--- src/rtl/phy_tx_ctrl_if.sv ---
// Requester-side bundle for phy_tx_ctrl: two packet requesters and their grants.
// master = requester side, slave = link controller side.
interface phy_tx_ctrl_if;
    logic        req_0;
    logic [31:0] data_0;
    logic        last_0;
    logic        gnt_0;
    logic        req_1;
    logic [31:0] data_1;
    logic        last_1;
    logic        gnt_1;

    modport master (
        output req_0, data_0, last_0, req_1, data_1, last_1,
        input  gnt_0, gnt_1
    );

    modport slave (
        input  req_0, data_0, last_0, req_1, data_1, last_1,
        output gnt_0, gnt_1
    );
endinterface

--- src/rtl/phy_tx_ctrl.sv ---
// PHY TX link controller: training run after reset, then round-robin whole-packet
// arbitration between two requesters with skip words inserted at packet boundaries.
module phy_tx_ctrl #(
    parameter int unsigned TRAIN_WORDS  = 16,
    parameter int unsigned SKP_INTERVAL = 64,
    parameter logic [7:0]  COM          = 8'hBC,
    parameter logic [7:0]  SKP          = 8'h1C
) (
    input  logic                clk_f,
    input  logic                reset,
    phy_tx_ctrl_if.slave        req_if,
    output logic [31:0]         data_out,
    output logic                valid_out,
    output logic                link_up
);
    localparam int unsigned TCW = $clog2(TRAIN_WORDS + 1);
    localparam int unsigned SCW = $clog2(SKP_INTERVAL + 1);

    typedef enum logic [2:0] {TRAIN, IDLE, PKT0, PKT1, SKIP} state_t;

    state_t          state, state_nxt;
    logic [TCW-1:0]  train_cnt, train_cnt_nxt;
    logic [SCW-1:0]  skp_cnt, skp_cnt_nxt;
    logic            rr, rr_nxt;
    logic [31:0]     data_nxt;
    logic            valid_nxt;
    logic            link_nxt;
    logic            skp_due;

    assign skp_due      = (skp_cnt == SCW'(SKP_INTERVAL));
    assign req_if.gnt_0 = (state == PKT0);
    assign req_if.gnt_1 = (state == PKT1);

    always_comb begin
        state_nxt     = state;
        train_cnt_nxt = train_cnt;
        rr_nxt        = rr;
        data_nxt      = '0;
        valid_nxt     = 1'b0;
        link_nxt      = link_up;
        skp_cnt_nxt   = skp_cnt;
        if (link_up && !skp_due)
            skp_cnt_nxt = skp_cnt + 1'b1;

        case (state)
            TRAIN: begin
                data_nxt      = {4{COM}};
                valid_nxt     = 1'b1;
                train_cnt_nxt = train_cnt + 1'b1;
                if (train_cnt == TCW'(TRAIN_WORDS - 1)) begin
                    state_nxt = IDLE;
                    link_nxt  = 1'b1;
                end
            end
            IDLE: begin
                if (skp_due)
                    state_nxt = SKIP;
                else if (req_if.req_0 && (!req_if.req_1 || !rr))
                    state_nxt = PKT0;
                else if (req_if.req_1)
                    state_nxt = PKT1;
            end
            PKT0: begin
                if (req_if.req_0) begin
                    data_nxt  = req_if.data_0;
                    valid_nxt = 1'b1;
                    if (req_if.last_0) begin
                        rr_nxt    = 1'b1;
                        state_nxt = skp_due ? SKIP : IDLE;
                    end
                end
            end
            PKT1: begin
                if (req_if.req_1) begin
                    data_nxt  = req_if.data_1;
                    valid_nxt = 1'b1;
                    if (req_if.last_1) begin
                        rr_nxt    = 1'b0;
                        state_nxt = skp_due ? SKIP : IDLE;
                    end
                end
            end
            SKIP: begin
                data_nxt    = {COM, SKP, SKP, SKP};
                valid_nxt   = 1'b1;
                skp_cnt_nxt = '0;
                state_nxt   = IDLE;
            end
            default: state_nxt = TRAIN;
        endcase
    end

    always_ff @(posedge clk_f) begin
        if (reset) begin
            state     <= TRAIN;
            train_cnt <= '0;
            skp_cnt   <= '0;
            rr        <= 1'b0;
            data_out  <= '0;
            valid_out <= 1'b0;
            link_up   <= 1'b0;
        end else begin
            state     <= state_nxt;
            train_cnt <= train_cnt_nxt;
            skp_cnt   <= skp_cnt_nxt;
            rr        <= rr_nxt;
            data_out  <= data_nxt;
            valid_out <= valid_nxt;
            link_up   <= link_nxt;
        end
    end
endmodule

--- src/flat_wrapper.sv ---
// flat-port wrapper written by rule: the top's interface ports become plain ports
module phy_tx_ctrl_flat 
#(
    parameter int unsigned TRAIN_WORDS  = 16,
    parameter int unsigned SKP_INTERVAL = 64,
    parameter logic [7:0]  COM          = 8'hBC,
    parameter logic [7:0]  SKP          = 8'h1C
)
  (clk_f, reset, data_out, valid_out, link_up, req_if_req_0, req_if_data_0, req_if_last_0, req_if_req_1, req_if_data_1, req_if_last_1, req_if_gnt_0, req_if_gnt_1);
  phy_tx_ctrl_if req_if_i ();
  input  logic clk_f;
  input  logic reset;
  output logic [31:0] data_out;
  output logic valid_out;
  output logic link_up;
  input wire logic [$bits(req_if_i.req_0)-1:0] req_if_req_0;
  input wire logic [$bits(req_if_i.data_0)-1:0] req_if_data_0;
  input wire logic [$bits(req_if_i.last_0)-1:0] req_if_last_0;
  input wire logic [$bits(req_if_i.req_1)-1:0] req_if_req_1;
  input wire logic [$bits(req_if_i.data_1)-1:0] req_if_data_1;
  input wire logic [$bits(req_if_i.last_1)-1:0] req_if_last_1;
  output wire logic [$bits(req_if_i.gnt_0)-1:0] req_if_gnt_0;
  output wire logic [$bits(req_if_i.gnt_1)-1:0] req_if_gnt_1;
  assign req_if_i.req_0 = req_if_req_0;
  assign req_if_i.data_0 = req_if_data_0;
  assign req_if_i.last_0 = req_if_last_0;
  assign req_if_i.req_1 = req_if_req_1;
  assign req_if_i.data_1 = req_if_data_1;
  assign req_if_i.last_1 = req_if_last_1;
  assign req_if_gnt_0 = req_if_i.gnt_0;
  assign req_if_gnt_1 = req_if_i.gnt_1;
  phy_tx_ctrl #(.TRAIN_WORDS(TRAIN_WORDS), .SKP_INTERVAL(SKP_INTERVAL), .COM(COM), .SKP(SKP)) u_core (.clk_f(clk_f), .reset(reset), .req_if(req_if_i), .data_out(data_out), .valid_out(valid_out), .link_up(link_up));
endmodule
--- config.mk ---
export PLATFORM = sky130hd
export DESIGN_NAME = phy_tx_ctrl_flat
export DESIGN_NICKNAME = d
export VERILOG_FILES = /design/src/rtl/phy_tx_ctrl_if.sv /design/src/rtl/phy_tx_ctrl.sv /design/src/flat_wrapper.sv
export SDC_FILE = /design/constraint.sdc
export NUM_CORES = 1
export LEC_CHECK = 0
export ABC_AREA = 1
export BUFFER_PORTS_ARGS = -buffer_cell sky130_fd_sc_hd__buf_2
export CORE_UTILIZATION = 28
export CTS_CLUSTER_DIAMETER = 30
export CTS_CLUSTER_SIZE = 24
export DETAILED_ROUTE_END_ITERATION = 10
export PLACE_DENSITY_LB_ADDON = 0.05
export SYNTH_ARGS = -nofsm -noshare
export SYNTH_HDL_FRONTEND = slang
export SYNTH_SLANG_ARGS = --single-unit
--- constraint.sdc ---
create_clock -name clk_f -period 1.4 [get_ports clk_f]
set_input_delay 0.28 -clock clk_f [delete_from_list [all_inputs] [get_ports clk_f]]
set_output_delay 0.28 -clock clk_f [all_outputs]
set_load 0.005 [all_outputs]
## After elaboration in Yosys (flattened, before gate mapping)

Cells that the tools add are included.

| storage, ports and cells | value |
|---|---|
| bits in registers | 50 |
| input port bits | 70 |
| output and inout bits | 36 |
| word-level logic and storage cells | 55 |

| cells by class | value |
|---|---|
| add/sub/neg operators | 2 |
| equality and inequality tests | 12 |
| mux-type cells | 21 |
| reduce and logical (&&, ||, !) cells | 13 |

Operators with widths:

| kind | count |
|---|---|
| case mux 32 bit (4 select lines) | 1 |
| two-way mux 32 bit | 2 |
| two-way mux 3 bit | 9 |
| case mux 3 bit (5 select lines) | 1 |
| inequality test 2 bit, second input constant | 4 |
| adder 7 x 1 -> 7 bit, second input constant | 1 |
| == test 7 bit, second input constant | 1 |
| == test 3 x 2 -> 1 bit, second input constant | 2 |
| two-way mux 1 bit | 6 |
| AND reduction 6 bit | 1 |
| adder 5 x 1 -> 5 bit, second input constant | 1 |
| == test 5 x 4 -> 1 bit, second input constant | 1 |
| AND reduction 5 bit | 1 |
| inequality test 4 x 2 -> 1 bit, second input constant | 1 |
| OR reduction 2 bit | 2 |
| == test 3 x 1 -> 1 bit, second input constant | 1 |
| == test 3 bit, second input constant | 1 |
| zero test 1 bit | 3 |
| zero test 3 bit | 1 |
| case mux 1 bit (3 select lines) | 1 |
| logical AND 1 bit | 2 |
| inequality test 2 x 1 -> 1 bit, second input constant | 1 |
| case mux 1 bit (2 select lines) | 1 |
| AND reduction 2 bit | 1 |
| other kinds (2) | 2 |

## Longest topological paths before layout

| depth | value |
|---|---|
| depth in word-level cells | 6 |
| mapped depth | 12 |
| gate-level depth less buffers | 12 |

## Worst setup path after synthesis

OpenSTA, ideal clock, no wires.

| path | value |
|---|---|
| path type | reg2reg |
| start | register u_core.train_cnt[0] |
| end | register u_core.state[0] |
| library setup time | 113 ps |
| data arrival time | 1270 ps |
| data required time | 1287 ps |
| path slack | 18 ps |
| stages on the path, launching flop included | 12 |
| path buffers | 0 |
| path through | dfxtp_1 > ha_1 > inv_1 > nor2_1 > ha_1 > inv_1 > nand3_1 > nand2_1 > nor2_1 > nand2_1 > nor2_1 > nor2_1 |

| on the way | value |
|---|---|
| word-level cells in the longest chain between the ends | 3 |

Ends and longest elaborated chain:

| element | line | source |
|---|---|---|
| start: declaration | phy_tx_ctrl.sv:22 | `logic [TCW-1:0] train_cnt, train_cnt_nxt;` |
| start signal: assignment | phy_tx_ctrl.sv:104 | `train_cnt <= train_cnt_nxt;` |
| == test 5 x 4 -> 1 bit | phy_tx_ctrl.sv:50 | `if (train_cnt == TCW'(TRAIN_WORDS - 1)) begin` |
| inequality test 2 x 1 -> 1 bit (no source line) | -- |  |
| AND reduction 6 bit (no source line) | -- |  |
| end signal: assignment | phy_tx_ctrl.sv:103 | `state <= state_nxt;` |
| end: declaration | phy_tx_ctrl.sv:21 | `state_t state, state_nxt;` |

Every way passes these cells.
A chain may end at the register's enable or synchronous reset.

## Worst setup path in the final report

| path | value |
|---|---|
| start | register u_core.train_cnt[1] |
| end | register u_core.state[0] |

The elaborated chain is that of the path after synthesis.

==> impl.org <==
** Clocking
- Maximum clock path buffer count :: 2
- Clock-pin slew on the worst setup and hold paths :: 0.10 ns
- The later pin in the worst-skew pair is clocked with a latency of 0.30 ns.
- Counting every sink on the clock net gives 50.
- In this run the number of H-tree levels came out at 2.
- In this run, post-CTS hold repair placed 0 buffers.
- CTS tree :: done
- Clock tree synthesis inserted a total of 5 buffers.
- The tree is rooted in a clkbuf_8.

** STA
- On the final layout, the worst clock skew is 0.00955 ns.
- Final setup violation count :: 0
- Setup repair after global routing missed its margin :: true
- The number of max-slew violations in the final report came to 0.
- Of the available clock period, the critical path in the final layout requires 99.6%.
- Hold violation total from the final report :: 0
- Worst hold margin :: 0.211 ns
- F_max :: 717 MHz
- Subtracting the final worst setup slack from the clock period gives 1.39 ns.
- Worst slew margin :: 74.6%
- For the pin with the worst max-slew slack, the measured transition is 0.378 ns.

** Detailed routing
- The routed layout has 2346 vias.
- Initial detailed-routing violation count :: 48
- Dividing the detail-routed via count by the number of cells gives 4.32.
- DRC violations left :: 0
- The first detailed-routing pass ran for 4 iterations.
- The final layout contains routed wiring with a total length of 5810 µm.
- In the final routed layout, each cell accounts on average for 10.7 µm.
- Once detail routing completed, the nets flagged for antenna violations numbered 0.

** Power and ir drop
- Summed over all nets, the switching power comes to 0.00173 W.
- P_int :: 0.00309 W
- Total power for the finished layout comes to 0.00482 W.
- Portion of total power attributed to sequential cells :: 38.7%
- P per Cell Area :: 1490 mW/mm²
- Net switching is 36.0% of the power.
- For this design the static power due to leakage is 1.60 nW.
- Combinational cell fraction of total power :: 43.1%
- The worst-case IR drop observed on VDD is 0.508 mV.
- Fraction of power consumed by the clock network :: 18.3%

** Logic synthesis
- The number of different library cells used by synthesis comes to 26.
- Nets in the synthesized netlist :: 390
- Sequential elements use 44.9% of the synthesized area.
- Mean cell area of the mapped netlist :: 7.06 µm²
- In this run the cell area of the synthesized design comes to 0.00223 mm².
- Synthesis handed over a netlist of 316 instances.
- Area share of the leading cell type in the synthesized netlist :: 44.9%
- The biggest area contributor in the post-synthesis netlist is dfxtp_1.
- Top cells by area, synth :: dfxtp_1 (45%), nand2_1 (16%), inv_1 (7.4%), nand3_1 (6.1%), nor2_1 (5.2%)
- Flip-flop and latch count after synthesis :: 50
- For this run, the number of Yosys warnings is 0.

** Worst hold path
- Min-delay worst type :: input pin to flop

** GRT
- Entering global routing, the biggest net connects 34 pins.
- Initial antenna violation count :: 0
- Wire length of the first global-routing pass :: 9180 µm
- The total overflow left after global routing is 0.
- Aggregate global-route resource usage :: 13.7%
- Number of global-route vias before repair :: 2032

** Final layout
- Once layout is done, the placed cells without fillers occupy 0.00323 mm².
- The count of cells in the finished layout, fillers not included, comes to 543.
- Fill cells in the final layout number 829.
- 0 antenna diodes ended up in the layout.
- Fraction of final layout cells with drive strength greater than 1 :: 38.5%
- Nets :: 514
- Synthesis-to-finish area growth :: 44.6%

** Floorplanning
- Full die area :: 0.00833 mm²
- For this configuration, the core starts out at a cell density of 28.9%.
- Measured along the x axis, the die boundary spans 91.3 µm.
- Height of the die :: 91.3 µm
- Area of the core :: 0.00773 mm²
- 106 I/O pins were placed.
- Number of placement rows :: 32

** Critical path
- Data arrival time of the critical path :: 1.60 ns
- At the worst endpoint, the required time is 1.61 ns.
- The critical path in this run is classified as flop to flop.
- STA classifies the critical path startpoint as a flop.
- Crit path max fanout :: 4
- CP Capture Type :: flop

** Flow run
- The tool flagged a number of max-cap violations equal to 0.

** Place
- Global placement routability congestion :: 0.823
- Summed over all nets, the half-perimeter wirelength after detailed placement is 4290 µm.
- The count of buffers added on input and output ports is 105.
- The number of placed instances, taps included, is 529.
- The placed instances occupy a cell area of 0.00297 mm².

** Outcome
- Outcome :: complete, no violations
-- Yosys cell counts, drive strengths merged --
library cell and instances:
a211oi 1, a21oi 11, a22oi 12, buf 8, clkbuf 4, clkinv 1
dfxtp 50, ha 4, inv 44, nand2 100, nand3 27, nand4 3
nor2 34, nor3 8, nor3b 1, o211ai 1, o21a 1, o21ai 5
or2 1
-- what timing repair did --
action,CTS,global route
setup endpoints to repair,13,18
pin swaps,6,16
setup buffers,0,5
gates cloned,1,0
resized for setup,8,32
-- cells by family after synthesis --
group	Yosys count	share of synthesized area, %
and+or+nand+nor	174	33.5
buffers and inverters	57	10.8
DFF	50	44.9
AOI/OAI and AO/OA	31	8.64
adders and majority gates	4	2.24
-- registers in the layout, summed over array words and instances (netlist names) --
register / cells
u_core.skp_cnt: 7
u_core.link_up: 1
u_core.state: 3
u_core.valid_out: 1
u_core.data_out: 32
u_core.rr: 1
u_core.train_cnt: 5
-- worst max-delay path, stage by stage, from the launching register on --
cell	delay, ns
dfxtp_2	0.36
ha_4	0.14
inv_2	0.03
nor2_2	0.10
ha_2	0.17
inv_2	0.04
nand3_2	0.06
nand2_2	0.06
nor2_4	0.10
nand2_2	0.08
nor2_1	0.12
nor2_1	0.04
-- worst paths after layout --
kind                                     startpoint             endpoint  slack, ns  cells past startpoint
worst max register to register  u_core.train_cnt[1]      u_core.state[0]      0.005                     11
worst min-delay path              req_if_data_0[22]  u_core.data_out[22]       0.21                      3
worst min register to register            u_core.rr            u_core.rr       0.46                      2
worst max-delay path            u_core.train_cnt[1]      u_core.state[0]      0.005                     11
-- metrics by stage --
stage	utilization (%)	setup slack (ns)	setup TNS (ns)
after global routing	41.8	-0.0986	-0.425
after floorplan	-	0.0175	0
after detailed placement	38.5	-0.0885	-0.234
after CTS	40.0	-0.0654	-0.141
final	41.8	0.00540	0
after global placement	38.5	-0.0564	-0.109
-- power groups by stage --
stage / Clock (W) / Sequential, W / Combinational, W
after floorplan: 0 / 0.00190 / 0.00110
after global placement: 0 / 0.00186 / 0.00185
after detailed placement: 0 / 0.00187 / 0.00184
after CTS: 0.000925 / 0.00184 / 0.00187
after global routing: 0.000973 / 0.00190 / 0.00236
final: 0.000881 / 0.00187 / 0.00208
-- per-layer routing --
metal | share of wire (%) | up-vias | routed length, µm | GRT usage, %
li1 | - | 1236 | - | -
met1 | 47 | 1043 | 2710 | 17.1
met2 | 48 | 60 | 2760 | 23.8
met3 | 4.6 | 7 | 266 | 2.35
met4 | 1.3 | 0 | 74 | 4.76
met5 | 0 | - | 0 | 0
-- final cells by class --
class | instances | area [µm²] | area share, %
multi-input combinational | 210 | 1090 | 33.8
sequential | 50 | 1010 | 31.3
timing repair buffer | 128 | 729 | 22.6
inverter | 45 | 174 | 5.39
tap | 102 | 128 | 3.96
clock buffer | 6 | 82.6 | 2.56
clock inverter | 2 | 12.5 | 0.388
-- placed cells by master (no fill, tap or decap), types with 2 or more instances in the layout --
cell type  count
o21ai_1        2
ha_1           2
nand2_2        4
o21ai_0        2
dfxtp_1       45
nand2_4        2
buf_2        104
nor2_4         5
clkbuf_8       6
buf_12         2
inv_1         39
nor3_1         5
inv_2          4
nor2_1        28
nand4_1        3
inv_4          2
nand3_1       25
a21oi_1       10
nor3_2         3
buf_4         21
a22oi_1       12
dfxtp_2        4
nand2_1       95
(Power assumes the default switching activity.)
